## src/rtl/cdc_handshake_tx.sv

```systemverilog
// Source side of a 4-phase req/ack handshake crossing.
// Holds a captured word on o_data while o_req is up; synchronizes i_ack locally.
module cdc_handshake_tx #(
  parameter int unsigned DATA_WIDTH     = 8,
  parameter int unsigned SYNC_STAGES    = 2,
  parameter int unsigned TIMEOUT_CYCLES = 0
) (
  input  logic                  src_clk,
  input  logic                  src_rst_n,
  input  logic                  i_valid,
  output logic                  o_ready,
  input  logic [DATA_WIDTH-1:0] i_data,
  output logic                  o_req,
  output logic [DATA_WIDTH-1:0] o_data,
  input  logic                  i_ack,
  output logic                  o_done,
  output logic                  o_timeout
);

  localparam int unsigned CNT_W = (TIMEOUT_CYCLES > 0) ? $clog2(TIMEOUT_CYCLES + 1) : 1;
  localparam bit          TO_EN = (TIMEOUT_CYCLES != 0);
  localparam logic [CNT_W-1:0] CNT_LIM = CNT_W'(TIMEOUT_CYCLES);
  localparam logic [CNT_W-1:0] CNT_MAX = '1;

  typedef enum logic [1:0] {
    S_IDLE = 2'd0,
    S_REQ  = 2'd1,
    S_DROP = 2'd2
  } state_t;

  state_t                  state_q, state_d;
  logic [SYNC_STAGES-1:0]  sync_q;
  logic                    ack_s;
  logic                    ack_s_nxt;
  logic [CNT_W-1:0]        cnt_q, cnt_d;
  logic                    accept;
  logic                    to_hit;
  logic                    req_d, ready_d, done_d, timeout_d;
  logic [DATA_WIDTH-1:0]   data_d;

  // Acknowledge synchronizer; ack_s_nxt is the value ack_s takes after this edge
  always_ff @(posedge src_clk) begin
    if (!src_rst_n) sync_q <= '0;
    else            sync_q <= {sync_q[SYNC_STAGES-2:0], i_ack};
  end

  assign ack_s     = sync_q[SYNC_STAGES-1];
  assign ack_s_nxt = sync_q[SYNC_STAGES-2];

  assign accept = (state_q == S_IDLE) && i_valid && o_ready;
  assign to_hit = TO_EN && (cnt_q == CNT_LIM);

  // State register
  always_ff @(posedge src_clk) begin
    if (!src_rst_n) state_q <= S_IDLE;
    else            state_q <= state_d;
  end

  // Next-state logic; ack has priority over timeout
  always_comb begin
    state_d = state_q;
    case (state_q)
      S_IDLE: if (accept) state_d = S_REQ;
      S_REQ:  if (ack_s || to_hit) state_d = S_DROP;
      S_DROP: if (!ack_s) state_d = S_IDLE;
      default: state_d = S_IDLE;
    endcase
  end

  // Next values of the registered outputs and the REQ cycle counter
  always_comb begin
    req_d     = o_req;
    data_d    = o_data;
    done_d    = 1'b0;
    timeout_d = o_timeout;
    cnt_d     = cnt_q;
    ready_d   = (state_d == S_IDLE) && !ack_s_nxt;
    case (state_q)
      S_IDLE: begin
        if (accept) begin
          data_d = i_data;
          req_d  = 1'b1;
          cnt_d  = '0;
        end
      end
      S_REQ: begin
        if (ack_s) begin
          req_d = 1'b0;
        end else if (to_hit) begin
          req_d     = 1'b0;
          timeout_d = 1'b1;
        end
        if (cnt_q != CNT_MAX) cnt_d = cnt_q + CNT_W'(1);
      end
      S_DROP: begin
        if (!ack_s) done_d = 1'b1;
      end
      default: begin
        req_d = 1'b0;
      end
    endcase
  end

  // Output and counter registers
  always_ff @(posedge src_clk) begin
    if (!src_rst_n) begin
      o_ready   <= 1'b0;
      o_req     <= 1'b0;
      o_data    <= '0;
      o_done    <= 1'b0;
      o_timeout <= 1'b0;
      cnt_q     <= '0;
    end else begin
      o_ready   <= ready_d;
      o_req     <= req_d;
      o_data    <= data_d;
      o_done    <= done_d;
      o_timeout <= timeout_d;
      cnt_q     <= cnt_d;
    end
  end

endmodule

```

## config.mk

```make
export PLATFORM = sky130hd
export DESIGN_NAME = cdc_handshake_tx
export DESIGN_NICKNAME = d
export VERILOG_FILES = /design/src/rtl/cdc_handshake_tx.sv
export SDC_FILE = /design/constraint.sdc
export NUM_CORES = 1
export LEC_CHECK = 0
export ABC_AREA = 1
export CAP_MARGIN = 5
export CORE_MARGIN = 2
export CORE_UTILIZATION = 39
export CTS_BUF_LIST = sky130_fd_sc_hd__clkbuf_2
export DETAILED_ROUTE_END_ITERATION = 7
export PLACE_DENSITY = 0.87
export SYNTH_ARGS = -nofsm -noshare
export SYNTH_HDL_FRONTEND = slang
export SYNTH_SLANG_ARGS = --single-unit
```

## constraint.sdc

```tcl
create_clock -name src_clk -period 1.1 [get_ports src_clk]
set_clock_uncertainty 0.1 [all_clocks]
set_input_delay 0.33 -clock src_clk [delete_from_list [all_inputs] [get_ports src_clk]]
set_output_delay 0.33 -clock src_clk [all_outputs]
set_load 0.02 [all_outputs]
```

Yosys cells after proc, flatten, opt, wreduce, memory -nomap -nowiden

Index checks and enable logic that the tools add are counted.

Bits in registers: 15
Input bits: 12
Output and inout port bits: 12
Word-level logic and storage cells: 28

Equality and inequality tests: 4
Muxes and demuxes: 8
Bitwise operators: 1
Reductions and logical operators: 9

Operators with widths:

| cell                 | number |
|---|---|
| $mux W2              | 3 |
| $pmux W2 S3          | 1 |
| $logic_not A2 Y1     | 2 |
| $ne A2 B2 Y1 const B | 2 |
| $reduce_and A2 Y1    | 2 |
| $logic_and A1 B1 Y1  | 3 |
| $mux W1              | 3 |
| $pmux W1 S3          | 1 |
| $reduce_and A3 Y1    | 1 |
| $eq A2 B1 Y1 const B | 1 |
| $eq A2 B2 Y1 const B | 1 |
| $logic_not A1 Y1     | 1 |
| $not A1 Y1           | 1 |

Logic depth before layout (Yosys ltp)

Gate-level depths: netlist of run 1.

Depth after elaboration: 7
Gate-level depth with buffers: 6
Gate-level depth less buffers: 5

Least setup slack after synthesis of run 1

OpenSTA, ideal clock, no wires.

Path type: flip-flop to flip-flop
Start: reg o_ready
End: reg o_data[3]
Library setup time: 0.115 ns
Arrival: 0.921 ns
Data required time: 0.885 ns
Slack: -0.036 ns
Stages on the path, launching flop included: 7
Buffers on the path: 1
Period minus slack after synthesis: 1.136 ns
Cells stage by stage: dfxtp_1 -> nand2_1 -> inv_2 -> clkbuf_8 -> nand3b_1 -> nand2_1 -> nor2_1

Longest elaborated chain between the ends: 2

RTL lines:

| item                               | RTL line | source |
|---|---|---|
| from (decl)                        | 11       | `output logic o_ready,` |
| from (signal assigned)             | 114      | `o_ready <= ready_d;` |
| $logic_and A1 B1 Y1                | 50       | `assign accept = (state_q == S_IDLE) && i_valid && o_ready;` |
| $reduce_and A2 Y1 (no source line) | -        |  |
| to (signal assigned)               | 116      | `o_data <= data_d;` |
| to (decl)                          | 14       | `output logic [DATA_WIDTH-1:0] o_data,` |

Every way passes these cells.
A chain may end at the register's enable or synchronous reset.

Final worst setup path of run 1

Start: reg o_data[7]
End: out o_data[7]

No word-level cell between the ends.

==> impl_metrics.json, run 1 <==
{
  "netlist_area_um2": 614,
  "cts_max_path_buffers": 2,
  "numCtsBuffers": 3,
  "crit_family": "flip-flops",
  "diodes": 0,
  "io_buffers": 22,
  "ys_seq_elements": 15,
  "clkTransAtPathRegs_ns": 0.13,
  "synth-warning-count": 0,
  "area_delta_synth_final_pct": 54.8,
  "fp.coreArea_um2": 1490,
  "crit_chain": "buf_6",
  "crit_path_end_kind": "output port",
  "cp-start-kind": "register",
  "grt_pass1_vias": 596,
  "multi_input_area_um2": 256,
  "synth_edf_count": 0,
  "numClockSinks": 15,
  "cts_hold_buf": 0,
  "drtIter0Drc": 10,
  "worst-path-buf-inv": 1,
  "critPathSlowestCell": "dfxtp_2",
  "seqCellArea_um2": 317,
  "switchingPower_mw": 0.318,
  "first_pass_iters": 4,
  "final_cells": 123,
  "via_per_inst": 4.80,
  "grt_pass1_wl_mm": 2.30,
  "cts_tree": "built",
  "slew_viol_final": 0,
  "synthTopCellsByArea": "dfxtp_1 49%, nand3b_1 9.8%, nand2_1 9.2%",
  "crit_arrival_ns": 0.75,
  "yosysUniqueCellTypes": 17,
  "die_area_um2": 1910,
  "p_sw_share_pct": 27.5,
  "clkLatencyLatePin_ns": 0.27,
  "internal-power_mw": 0.837,
  "violations": "negative setup slack",
  "synthCells": 77,
  "fmax_mhz": 845,
  "p_per_area_nw_per_um2": 1210,
  "yosys.area.top_type": "dfxtp_1",
  "cts_setup_buffers": 0,
  "power_frac_seq_pct": 53.0,
  "dp_hpwl_um": 969,
  "syn_area_per_cell_um2": 7.98,
  "period_share_pct": 108,
  "cts-root-buf": "clkbuf_2",
  "grt_usage_pct": 16.1,
  "critical_path.max_stage_delay_ns": 0.37,
  "worst_slack_ns": -0.0840,
  "htree_levels": 1,
  "final_area_um2": 951,
  "syn_nets": 89,
  "cellLeakagePower_nw": 0.428,
  "finalCriticalPeriod_ns": 1.18,
  "critical_path_class": "register to output port",
  "status": "finished, violations left",
  "start_util_pct": 41.3,
  "grt-ovfl-total": 0,
  "routed_wl_mm": 1.36,
  "fill_cells": 131,
  "pwr-share-clk_pct": 22.6,
  "drcViolationCount": 0,
  "hold_path.class": "register to register",
  "setup_viol": 19,
  "cp_max_fo": 2,
  "rows": 14,
  "yosysSeqAreaShare_pct": 48.9,
  "placed_area_um2": 891,
  "die_height_um": 43.7,
  "required_ns": 0.67,
  "whs_ns": 0.356,
  "ant_nets": 0,
  "synth_top_flop_cell": "dfxtp_1",
  "gp_congestion": 0.691,
  "vias": 591,
  "synth_top_area_share_pct": 48.9,
  "antenna_found_initial": 0,
  "synthTopCellsByCount": "15 x dfxtp_1, 15 x nand2_1, 11 x a21oi_1",
  "pwr-share-comb_pct": 24.4,
  "dp_cells": 119,
  "async_flop_share_pct": 0,
  "hold_viol": 0,
  "grt_setup_unrepaired": "true",
  "layout-drive-gt1-share_pct": 37.4,
  "layout.nets": 120,
  "vdd_drop_max_v": 0.000804,
  "die_w_um": 43.7,
  "drv_cap": 0,
  "drt-wirelength-per-cell_um": 11.1,
  "grt_max_degree": 18,
  "ios": 24
}
## stage by stage
step	util, %	setup WS, ns	TNS [ns]	total power, mW
detailed placement	59.8	-0.457	-7.67	0.884
floorplan	-	0.0377	0	0.749
CTS	63.3	-0.107	-1.24	1.17
global route	63.9	-0.147	-2.13	1.22
global placement	59.8	-0.395	-6.99	0.874
finish	63.9	-0.0840	-1.00	1.15
## cells in the final DEF, fill, tap and decap left out
| master | count |
|---|---|
| a21oi_1 | 10 |
| a21oi_2 | 1 |
| and2_1 | 1 |
| buf_12 | 1 |
| buf_4 | 7 |
| buf_6 | 11 |
| clkbuf_2 | 4 |
| clkdlybuf4s50_1 | 11 |
| clkinv_4 | 1 |
| conb_1 | 1 |
| dfxtp_1 | 2 |
| dfxtp_2 | 13 |
| inv_1 | 6 |
| nand2_1 | 14 |
| nand2_2 | 1 |
| nand3_1 | 2 |
| nand3b_1 | 8 |
| nor2_1 | 10 |
| nor2_4 | 1 |
| nor3_1 | 1 |
| o21ai_0 | 1 |
## layer usage
metal	global-route usage, %	wire (um)	share of wire (%)	vias up
li1	-	-	-	305
met1	16.6	542	40	264
met2	28.8	717	53	22
met3	7.92	100	7.4	0
met4	4.24	0	0	0
met5	0	0	0	-
## cell families after synthesis
group	count (synthesis)	share of synthesized area, %
other	1	0.610
AO/OA/AOI/OAI	12	9.77
buffers and inverters	11	10.4
flip-flops	15	48.9
AND/OR/NAND/NOR	38	30.3
## final cells by class
class / count / share of cell area, %
clock buffers: 4 / 2.11
inverters: 7 / 3.29
multi-input cells: 51 / 27.0
flip-flops and latches: 15 / 33.3
well taps: 16 / 2.11
repair buffers: 30 / 32.2
## path summary, 6_finish.rpt
path                          startpoint                endpoint  slack (ns)  cells after the start
setup / recovery  o_data[7]$_SDFFE_PN0P_               o_data[7]       -0.08                      1
hold / removal      sync_q[1]$_SDFF_PN0_       o_done$_SDFF_PN0_        0.36                      1
setup reg to reg   state_q[0]$_SDFF_PN0_  o_data[5]$_SDFFE_PN0P_        0.04                      5
hold reg to reg     sync_q[1]$_SDFF_PN0_       o_done$_SDFF_PN0_        0.36                      1
## sequential cells by signal, summed over array words and instances, names as in the netlist
register and cells:
o_ready 1, state_q 2, o_req 1, o_done 1
sync_q 2, o_data 8
## repair_timing
action	CTS	global route
pin swaps	1	0
endpoints found under the setup margin	22	23
gates cloned	0	0
resized for setup	78	4
## power by group through the flow
stage                     combinational (mW)  clock (mW)  sequential, mW
after CTS                              0.281       0.274           0.612
after global routing                   0.303       0.303           0.618
final                                  0.282       0.261           0.612
after global placement                 0.264           0           0.610
after detailed placement               0.271           0           0.613
after floorplan                        0.103           0           0.645
(Power assumes the default switching activity.)
==> run 2, diff against run 1 <==
Settings changed: CTS_CLUSTER_DIAMETER set to 100, PLACE_DENSITY 0.87 to 0.76.
==> run 2 against run 1 <==
The flow still finishes with violations (negative setup slack). Sequential power about the same. Clock power up 2%. Sequential share of layout area down 0.30 points. Global-route usage down 1.4 points. Non-clock buffer count up 2. Sequential cell count unchanged. Die area unchanged. Count of clock-buffer cells in the layout unchanged. First-iteration DRC count up 20%. Setup slack better by 0.00076 ns. Largest power group unchanged.
==> impl_metrics.json, run 2 (same netlist as run 1, synthesis figures left out) <==
{
  "period_share_pct": 108,
  "routed_wl_mm": 1.30,
  "grt_pass1_vias": 547,
  "cp-start-kind": "register",
  "critPathSlowestCell": "dfxtp_2",
  "fmax_mhz": 845,
  "antenna_found_initial": 0,
  "critical_path.max_stage_delay_ns": 0.37,
  "numCtsBuffers": 3,
  "worst_slack_ns": -0.0833,
  "cp_max_fo": 2,
  "hold_path.class": "register to register",
  "setup_viol": 11,
  "worst-path-buf-inv": 1,
  "start_util_pct": 41.3,
  "grt-ovfl-total": 0,
  "diodes": 0,
  "vias": 577,
  "required_ns": 0.67,
  "tns_ns": -0.794,
  "rows": 14,
  "area_delta_synth_final_pct": 57.4,
  "r2r_setup_slack_ns": 0.03,
  "drcViolationCount": 0,
  "gp_congestion": 0.752,
  "pre_cts_ws_ns": -0.349,
  "cellLeakagePower_nw": 0.440,
  "numClockSinks": 15,
  "clkTransAtPathRegs_ns": 0.15,
  "reg.largest.list": "o_data (8), state_q (2), sync_q (2)",
  "violations": "negative setup slack",
  "cts_tree": "built",
  "cts_setup_buffers": 0,
  "whs_path_depth": 1,
  "final_cells": 125,
  "cts_max_path_buffers": 2,
  "rr_endpoint": "o_data[7]$_SDFFE_PN0P_",
  "r2r_start": "state_q[0]$_SDFF_PN0_",
  "worst-path-stages": 1,
  "ios": 24,
  "cts-root-buf": "clkbuf_2",
  "crit_end": "o_data[3]",
  "vdd_drop_max_v": 0.000779,
  "die_height_um": 43.7,
  "crit_arrival_ns": 0.75,
  "clkLatencyLatePin_ns": 0.27,
  "grt_usage_pct": 14.8,
  "drtIter0Drc": 12,
  "r2r_cells": 5,
  "grt_setup_unrepaired": "true",
  "status": "finished, violations left",
  "via_per_inst": 4.62,
  "dp_cells": 121,
  "dp_hpwl_um": 926,
  "htree_levels": 1,
  "io_buffers": 22,
  "hp-start": "sync_q[1]$_SDFF_PN0_",
  "startpoint": "o_data[3]$_SDFFE_PN0P_",
  "p_per_area_nw_per_um2": 1200,
  "top_register": "o_data",
  "layout_common_cells": "15 x nand2_1, 14 x buf_6, 12 x dfxtp_2, 11 x a21oi_1",
  "finalCriticalPeriod_ns": 1.18,
  "fp.coreArea_um2": 1490,
  "placed_area_um2": 906,
  "critical_path_class": "register to output port",
  "crit_chain": "buf_6",
  "first_pass_iters": 4,
  "hold_viol": 0,
  "grt_max_degree": 13,
  "ant_nets": 0,
  "final_common_cell": "nand2_1",
  "layout.nets": 122,
  "die_w_um": 43.7,
  "drv_cap": 0,
  "largest_reg_flops": 8,
  "layout-drive-gt1-share_pct": 36.7,
  "slew_viol_final": 0,
  "final_area_um2": 967,
  "crit_family": "flip-flops",
  "crit_path_end_kind": "output port",
  "drt-wirelength-per-cell_um": 10.4,
  "die_area_um2": 1910,
  "grt_pass1_wl_mm": 2.15
}
run 2: what timing repair did:
item	4_1_cts	5_1_grt
hold buffers	0	0
endpoints found under the setup margin	19	20
resized for setup	78	5
endpoints found under the hold margin	0	0
pin swaps	3	2
run 2: area by class of cell:
cell class                      count  area [um^2]
Clock buffer                        4         20.0
Fill cell                         135          522
Inverter                            7         26.3
Multi-Input combinational cell     51          250
Sequential cell                    15          319
Tap cell                           16         20.0
Timing Repair Buffer               32          332
run 2: worst min-delay path by stage:
stage                      endpoint  slack (ns)
3_5_place_dp      o_done$_SDFF_PN0_        0.33
4_1_cts           o_done$_SDFF_PN0_        0.35
6_report          o_done$_SDFF_PN0_        0.36
2_1_floorplan  sync_q[1]$_SDFF_PN0_        0.31
3_3_place_gp      o_done$_SDFF_PN0_        0.33
5_1_grt           o_done$_SDFF_PN0_        0.36
run 2: worst register-to-register path, stage by stage (launching register included):
cell,delay [ns]
dfxtp_4,0.39
nor2_4,0.14
buf_6,0.14
nand3b_1,0.09
nand2_1,0.08
nor2_1,0.05
run 2: power by group:
group          internal (mW)  total [mW]  switching (mW)  leakage, nW
Sequential             0.583       0.609          0.0255        0.129
Clock                 0.0965       0.267           0.170       0.0166
Combinational          0.160       0.285           0.124        0.295
run 2: per-layer routing:
| layer | wire [um] | vias up | GRT usage (%) |
|---|---|---|---|
| li1 | - | 306 | - |
| met3 | 72 | 0 | 3.33 |
| met1 | 574 | 258 | 18.2 |
| met4 | 0 | 0 | 5.45 |
| met2 | 652 | 13 | 25.0 |
| met5 | 0 | - | 0 |
run 2: stage by stage:
stage          power, mW  hold slack (ns)  util [%]
2_1_floorplan      0.749            0.314         -
3_5_place_dp       0.884            0.335      60.8
4_1_cts             1.17            0.349      64.1
5_1_grt             1.22            0.362      65.0
3_3_place_gp       0.879            0.329      60.8
6_report            1.16            0.356      65.0
==> run 3, diff against run 2 <==
Settings changed: PLACE_DENSITY 0.76 to not set, PLACE_DENSITY_LB_ADDON set to 0.05.
==> run 3 against run 2 <==
Fmax down 1.7%. Count of clock-buffer cells in the layout is 1 lower. The run still ends with negative setup slack left. Hold slack better by 0.0014 ns. Register-to-register slack lost 0.06 ns. Utilization rose by 2.6 points. Non-clock buffer count down 1. Via count up 1.7%. First-iteration DRC count shrank 58%. Setup slack worse by 0.021 ns.
==> impl_metrics.json, run 3 (same netlist as run 1, synthesis figures left out) <==
{
  "hp-start": "sync_q[1]$_SDFF_PN0_",
  "crit_chain": "buf_6",
  "die_area_um2": 1910,
  "dr_wl_met2_um": 692,
  "rr_endpoint": "o_data[2]$_SDFFE_PN0P_",
  "grt_usage_pct": 15.3,
  "layout_common_cells": "13 x nand2_1, 11 x dfxtp_2, 11 x buf_6, 10 x clkdlybuf4s50_1, 9 x nor2_1",
  "die_height_um": 43.7,
  "diodes": 0,
  "start_util_pct": 41.3,
  "layout.nets": 121,
  "p_per_area_nw_per_um2": 1180,
  "rows": 14,
  "critical_path_class": "register to output port",
  "violations": "negative setup slack",
  "period_share_pct": 109,
  "htree_levels": 1,
  "worst-path-buf-inv": 1,
  "io_buffers": 22,
  "die_w_um": 43.7,
  "crit_family": "flip-flops",
  "top_register": "o_data",
  "gp_congestion": 0.704,
  "final_common_cell": "nand2_1",
  "grt_pass1_vias": 534,
  "cellLeakagePower_nw": 0.451,
  "final_cells": 124,
  "critical_path.max_stage_delay_ns": 0.38,
  "r2r_cells": 7,
  "reg.largest.list": "o_data (8), state_q (2), sync_q (2)",
  "crit_path_end_kind": "output port",
  "drtIter0Drc": 5,
  "dp_hpwl_um": 869,
  "r2r_start": "o_ready$_SDFF_PN0_",
  "whs_path_depth": 1,
  "grt_max_degree": 17,
  "cts_max_path_buffers": 2,
  "status": "finished, violations left",
  "area_delta_synth_final_pct": 63.7,
  "antenna_found_initial": 0,
  "dp_cells": 118,
  "fp.coreArea_um2": 1490,
  "clkLatencyLatePin_ns": 0.28,
  "cts_tree": "built",
  "fmax_mhz": 831,
  "grt_setup_unrepaired": "true",
  "whs_endpoint": "o_done$_SDFF_PN0_",
  "cp-start-kind": "register",
  "drcViolationCount": 0,
  "via_per_inst": 4.73,
  "final_area_um2": 1010,
  "largest_reg_flops": 8,
  "met1_length_um": 544,
  "grt_pass1_wl_mm": 2.15,
  "utilization_pct": 67.6,
  "wl_met3_um": 85,
  "highest_layer": "met4",
  "clkTransAtPathRegs_ns": 0.15,
  "numCtsBuffers": 3,
  "grt-ovfl-total": 0,
  "drv_cap": 0,
  "cts_hold_buf": 0,
  "ios": 24,
  "ant_nets": 0,
  "numClockSinks": 15,
  "crit_arrival_ns": 0.77,
  "first_pass_iters": 4,
  "worst_slack_ns": -0.104,
  "finalCriticalPeriod_ns": 1.20,
  "hold_viol": 0,
  "slew_viol_final": 0,
  "critPathSlowestCell": "dfxtp_2",
  "vdd_drop_max_v": 0.000766,
  "cts-root-buf": "clkbuf_2",
  "routed_wl_mm": 1.33,
  "setup_viol": 17,
  "placed_area_um2": 896,
  "hold_path.class": "register to register",
  "vias": 587,
  "required_ns": 0.67,
  "cp_max_fo": 2,
  "r2r_setup_slack_ns": -0.03,
  "finalPower_mw": 1.19,
  "drt-wirelength-per-cell_um": 10.7,
  "layout-drive-gt1-share_pct": 41.7
}
## run 3: cell count changes in the layout (fill, tap and decap cells not counted), moves of 2 or more
cell	delta
a21oi_1	-4
a21oi_2	+4
buf_6	-3
dfxtp_1	+2
nand2_1	-2
## run 3: how the worst max path moves through the flow
stage	from	end	slack [ns]	depth (start not counted)
after floorplan	o_ready$_SDFF_PN0_	o_data[3]$_SDFFE_PN0P_	0.04	6
after global placement	i_valid	o_data[4]$_SDFFE_PN0P_	-0.33	7
after detailed placement	i_valid	o_data[0]$_SDFFE_PN0P_	-0.34	7
after CTS	o_ready$_SDFF_PN0_	o_ready	-0.12	1
after global routing	o_ready$_SDFF_PN0_	o_ready	-0.16	1
final	o_data[5]$_SDFFE_PN0P_	o_data[5]	-0.10	1
## run 3: layout make-up
cell class                      instances  area, um^2
Sequential cell                        15         314
Timing Repair Buffer                   31         343
Fill cell                             131         483
Tap cell                               16        20.0
Inverter                                7        31.3
Multi-Input combinational cell         51         278
Clock buffer                            3        15.0
Clock inverter                          1        5.00
## run 3: repair_timing
action / in CTS / in global routing
resized for setup: 79 / 9
endpoints found under the hold margin: 0 / 0
buffers inserted: 0 / 1
gates cloned: 0 / 1
endpoints found under the setup margin: 19 / 20
pin swaps: 0 / 2
## run 3: report_power, final
part / internal, mW / switching [mW] / total (mW)
logic: 0.175 / 0.138 / 0.313
registers: 0.584 / 0.0275 / 0.612
clock network: 0.0823 / 0.180 / 0.263
## run 3: per-layer routing
metal	global-route usage [%]	up-vias
li1	-	304
met1	17.8	263
met2	25.0	18
met3	4.17	2
met4	9.09	0
met5	0	-
## run 3: stage by stage
stage / hold slack [ns] / setup WS [ns] / setup TNS [ns]
floorplan: 0.314 / 0.0377 / 0
global placement: 0.326 / -0.329 / -6.45
detailed placement: 0.328 / -0.344 / -6.66
CTS: 0.349 / -0.123 / -1.31
global route: 0.392 / -0.160 / -2.28
finish: 0.358 / -0.104 / -1.12
